File: src/rtl/muldiv_pkg.sv
// Shared types and constants for the sequential multiply/divide unit.
package muldiv_pkg;

    typedef enum logic [1:0] {
        OP_MUL   = 2'd0,
        OP_MULHU = 2'd1,
        OP_DIVU  = 2'd2,
        OP_REMU  = 2'd3
    } md_op_e;

    typedef enum logic [1:0] {
        ST_IDLE = 2'd0,
        ST_RUN  = 2'd1,
        ST_DONE = 2'd2
    } md_state_e;

    localparam logic [3:0] ALU_ADD = 4'b0000;
    localparam logic [3:0] ALU_SUB = 4'b0001;

    localparam int STEPS   = 32;
    localparam int CNT_W   = 6;

    function automatic logic is_div(input md_op_e op);
        return op[1];
    endfunction

    // MULHU and REMU live in the upper accumulator; MUL and DIVU in the shifted word.
    function automatic logic sel_acc(input md_op_e op);
        return op[0];
    endfunction

endpackage

File: src/rtl/muldiv_seq.sv
// Iterative 32-step shift-add multiplier / restoring divider borrowing a shared ALU.
// Optional MULDIV_EARLY_OUT_EN: trivial operands (zero factor, zero divisor) finish on accept.
module muldiv_seq
    import muldiv_pkg::*;
#(
    parameter int XLEN = 32
) (
    input  logic            clk,
    input  logic            rst_n,
    input  logic            req_valid,
    output logic            req_ready,
    input  logic [1:0]      req_op,
    input  logic [XLEN-1:0] req_a,
    input  logic [XLEN-1:0] req_b,
    output logic            rsp_valid,
    input  logic            rsp_ready,
    output logic [XLEN-1:0] rsp_data,
    output logic            alu_req,
    input  logic            alu_gnt,
    output logic [3:0]      alu_ctrl,
    output logic [XLEN-1:0] alu_src1,
    output logic [XLEN-1:0] alu_src2,
    input  logic [XLEN-1:0] alu_res
);

    md_state_e        state_reg;
    md_op_e           op_reg;
    logic [XLEN-1:0]  acc_reg;      // hi for multiply, remainder for divide
    logic [XLEN-1:0]  word_reg;     // lo for multiply, quotient/dividend for divide
    logic [XLEN-1:0]  opnd_reg;     // multiplicand or divisor
    logic [CNT_W-1:0] cnt_reg;
    logic [XLEN-1:0]  rsp_data_reg;

    logic [XLEN:0]    shifted;
    logic             carry;
    logic             take;
    logic [XLEN-1:0]  acc_next;
    logic [XLEN-1:0]  word_next;
    logic [XLEN-1:0]  result_next;

`ifdef MULDIV_EARLY_OUT_EN
    function automatic logic early_hit(input md_op_e op, input logic [XLEN-1:0] a,
                                       input logic [XLEN-1:0] b);
        return is_div(op) ? (b == '0) : ((a == '0) || (b == '0));
    endfunction

    function automatic logic [XLEN-1:0] early_value(input md_op_e op, input logic [XLEN-1:0] a);
        case (op)
            OP_DIVU: return '1;
            OP_REMU: return a;
            default: return '0;
        endcase
    endfunction
`endif

    assign req_ready = (state_reg == ST_IDLE);
    assign rsp_valid = (state_reg == ST_DONE);
    assign rsp_data  = rsp_data_reg;

    always_comb begin
        alu_req  = 1'b0;
        alu_ctrl = 4'b0000;
        alu_src1 = '0;
        alu_src2 = '0;
        shifted  = {acc_reg, word_reg[XLEN-1]};
        if (state_reg == ST_RUN) begin
            alu_req = 1'b1;
            if (is_div(op_reg)) begin
                alu_ctrl = ALU_SUB;
                alu_src1 = shifted[XLEN-1:0];
                alu_src2 = opnd_reg;
            end else begin
                alu_ctrl = ALU_ADD;
                alu_src1 = acc_reg;
                alu_src2 = word_reg[0] ? opnd_reg : '0;
            end
        end
    end

    // Carry and the restore decision are derived locally; the ALU only returns a sum/difference.
    always_comb begin
        carry = (alu_res < alu_src1);
        take  = shifted[XLEN] | (shifted[XLEN-1:0] >= opnd_reg);
        if (is_div(op_reg)) begin
            acc_next  = take ? alu_res : shifted[XLEN-1:0];
            word_next = {word_reg[XLEN-2:0], take};
        end else begin
            acc_next  = {carry, alu_res[XLEN-1:1]};
            word_next = {alu_res[0], word_reg[XLEN-1:1]};
        end
        result_next = sel_acc(op_reg) ? acc_next : word_next;
    end

    always_ff @(posedge clk) begin
        if (!rst_n) begin
            state_reg    <= ST_IDLE;
            op_reg       <= OP_MUL;
            acc_reg      <= '0;
            word_reg     <= '0;
            opnd_reg     <= '0;
            cnt_reg      <= '0;
            rsp_data_reg <= '0;
        end else begin
            case (state_reg)
                ST_IDLE: begin
                    if (req_valid) begin
                        op_reg  <= md_op_e'(req_op);
                        acc_reg <= '0;
                        cnt_reg <= '0;
                        if (is_div(md_op_e'(req_op))) begin
                            word_reg <= req_a;
                            opnd_reg <= req_b;
                        end else begin
                            word_reg <= req_b;
                            opnd_reg <= req_a;
                        end
`ifdef MULDIV_EARLY_OUT_EN
                        if (early_hit(md_op_e'(req_op), req_a, req_b)) begin
                            state_reg    <= ST_DONE;
                            rsp_data_reg <= early_value(md_op_e'(req_op), req_a);
                        end else
`endif
                        state_reg <= ST_RUN;
                    end
                end
                ST_RUN: begin
                    if (alu_gnt) begin
                        acc_reg  <= acc_next;
                        word_reg <= word_next;
                        cnt_reg  <= cnt_reg + 1'b1;
                        if (cnt_reg == CNT_W'(STEPS - 1)) begin
                            state_reg    <= ST_DONE;
                            rsp_data_reg <= result_next;
                        end
                    end
                end
                ST_DONE: begin
                    if (rsp_ready) begin
                        state_reg <= ST_IDLE;
                    end
                end
                default: state_reg <= ST_IDLE;
            endcase
        end
    end

endmodule
File: config.mk
export PLATFORM = sky130hd
export DESIGN_NAME = muldiv_seq
export DESIGN_NICKNAME = d
export VERILOG_FILES = /design/src/rtl/muldiv_pkg.sv /design/src/rtl/muldiv_seq.sv
export SDC_FILE = /design/constraint.sdc
export NUM_CORES = 1
export LEC_CHECK = 0
export CAP_MARGIN = 20
export CORE_MARGIN = 2
export CORE_UTILIZATION = 50
export DETAILED_ROUTE_END_ITERATION = 6
export PLACE_DENSITY = 0.78
export SLEW_MARGIN = 30
export SYNTH_ARGS = -nofsm -noshare
export SYNTH_HDL_FRONTEND = slang
export SYNTH_SLANG_ARGS = --single-unit
File: constraint.sdc
create_clock -name clk -period 5.05 [get_ports clk]
set_input_delay 0.7575 -clock clk [delete_from_list [all_inputs] [get_ports clk]]
set_output_delay 0.7575 -clock clk [all_outputs]
set_load 0.05 [all_outputs]
==> metrics.txt <==
Die H=145.5 um; vias in the first global route=9428; crit-path max cell delay=690 ps; Inserted Diodes=0; Seq/Total Area, Yosys=27.60%; Layout Cells excl Fill=1641; status=finished, final reports clean; drt via density=6.177; DR WL/cell=19.08 um; largest cells by area after synthesis=dfxtp_1, mux2i_1, ha_1, a211oi_1, nor2b_1; TNS Setup=0 ps; synthesis-stage register bit count=138; IO Port Bufs=202; critical path data required time=4290 ps; Slew @ Worst Pin=920.0 ps; crit-path max FO=36; vias post-DR=10140; Final WS setup=1263 ps; HPWL Detailed=21720 um; maximum clock frequency=264.1 MHz; pwr/cell area=249.1 mW/mm2; I/O pin count=206; list of most frequent post-synthesis cells=dfxtp_1, nand2_1, mux2i_1; worst min-delay path category=reg -> reg; endpoint type of the worst setup path=primary output; DRC Markers=0; fraction of registers with async set/reset=0%; Tmin final=3787 ps; Worst Skew=14.57 ps; Filler Cell Count=1685; Rows=51; post-route ant nets=0; Netlist Area Pre-Place=0.01001 mm2; total setup buffers inserted after CTS=0; P&R area growth vs syn=26.47%; Post-synth EDFFs=0; grt ovf=0; area of the core=0.01953 mm2; GPL Wtd Cong=0.8932; unrepaired setup endpoints after global routing=no; Leak=5.186 nW; Sink Count=138; Slew Limit Fails=0; die area=0.02116 mm2; Synth Flop Type=dfxtp_1; post-synth cell types=57; clk_lat worst skew=430 ps; largest net degree at the start of global routing=97; clock tree from TritonCTS=built; Arrival @ worst endpoint=3030 ps; sequence of cells on the critical path=nand2b_1 > buf_4 > clkinv_2 > buf_4 > nand2_1 > inv_1 > clkdlybuf4s50_1; pre-CTS setup slack=1690 ps; CTS root buffer=clkbuf_16; clk slew on worst S/H paths=60 ps; # hold bufs at CTS=0; CTS buffer count=17; maxcap violations=0; Avg Inst Size Synth=8.084 um2; Tot GR Track Use=28.59%; nets=1530; most frequent cell after synthesis=dfxtp_1; fin crit share=74.99%; initial antenna violation count=0; clk buf depth=2; first-pass GRT wire length=49800 um; # placed instances=1609; Yosys top cell by area=dfxtp_1; slew margin rel.=38.52%; DIE WIDTH=145.5 um; CP startpoint kind=flip-flop; Synth top area share=27.60%; Power Total=0.003152 W; layout cells sized above 1=6.831%; total wire length=31320 um; cell mode on critical path=buf_4; DR iter-0 viols=1025; Syn Inst Count=1238; endpoints failing setup=0; Fin. Hold Viols=0; Worst IR Drop VDD=0.0002935 V; First-pass DRT Iterations=6; Crit Path Class=reg -> out; H-tree levels=4; post-cts sizing count=0; CP max stage cell=clkdlybuf4s50_1; Synthesis Warnings=0; Initial Util=51.26%
[cells in the final DEF (no fill, tap or decap), types with 3 or more instances in the layout]
cell type          n
nor2_1            22
mux2i_1           91
o21ai_1           36
buf_12             4
mux2_2            31
a21o_1            37
clkbuf_16         18
o21ai_0           90
o211a_1           32
and2_1             4
a21oi_1           54
inv_1             64
o211ai_1           4
nor2b_1           72
conb_1             3
nand2b_1           5
a31oi_1           60
a211oi_1          65
nand3_1           35
or2_2              3
ha_1              64
o221a_1           27
dfxtp_1          136
clkinv_2           5
clkdlybuf4s50_1  200
nand4_1           12
xor2_1             4
buf_4             12
nand2_1           96
clkinvlp_4         4
o31ai_1            3
nor3_1            37
[cell type report]
| class | instances | area (um2) | area share [%] |
|---|---|---|---|
| clock inverters | 10 | 67.56 | 0.5338 |
| inverters | 65 | 245.2 | 1.938 |
| flip-flops and latches | 138 | 2770 | 21.89 |
| multi-input cells | 923 | 6569 | 51.90 |
| repair buffers | 218 | 2188 | 17.29 |
| well taps | 265 | 331.6 | 2.620 |
| clock buffers | 22 | 485.5 | 3.836 |
[cell families after synthesis]
| group | Yosys count | synth area share, % |
|---|---|---|
| buffers and inverters | 179 | 7.251 |
| other | 1 | 0.03747 |
| XOR/XNOR | 4 | 0.3500 |
| flip-flops | 138 | 27.60 |
| AO/OA/AOI/OAI | 432 | 29.32 |
| AND/OR/NAND/NOR | 298 | 14.85 |
| adder cells (fa/ha/maj) | 64 | 8.001 |
| multiplexers | 122 | 12.59 |
[path summary, 6_finish.rpt]
kind / startpoint / endpoint / slack [ps] / cells after the start
max reg2reg: state_reg[1] / acc_reg[31] / 1660 / 13
min reg2reg: acc_reg[31] / acc_reg[31] / 480 / 2
min: acc_reg[31] / acc_reg[31] / 480 / 2
max: state_reg[1] / alu_src1[1] / 1260 / 7
[metrics by stage]
| step | utilization [%] | instance area [um2] | hold WS (ps) |
|---|---|---|---|
| 2_1_floorplan | - | 10020 | 443.0 |
| 3_3_place_gp | 61.70 | 12050 | 464.0 |
| 3_5_place_dp | 61.93 | 12090 | 466.5 |
| 4_1_cts | 64.76 | 12650 | 473.1 |
| 5_1_grt | 64.82 | 12660 | 506.1 |
| 6_report | 64.82 | 12660 | 478.1 |
[routing by layer]
layer	GRT usage, %	vias to the layer above	share of wire [%]
met5	0	-	0
met4	7.647	0	1.7
met3	5.423	55	7.7
met2	46.71	471	46
met1	38.81	4782	44
li1	-	4828	-
[critical path, delay by kind of cell (launching register included)]
kind | cells | cell delay [ps]
buf+inv | 5 | 2000
flops | 1 | 340
simple gates | 2 | 240
[report_power, final]
| group | leakage, nW | switching (W) | internal (W) | total (W) |
|---|---|---|---|---|
| Sequential | 1.13 | 0.0000764 | 0.00115 | 0.00122 |
| Clock | 0.263 | 0.000491 | 0.000680 | 0.00117 |
| Combinational | 3.80 | 0.000451 | 0.000307 | 0.000759 |
| Total | 5.19 | 0.00102 | 0.00213 | 0.00315 |
(Power assumes the default switching activity.)
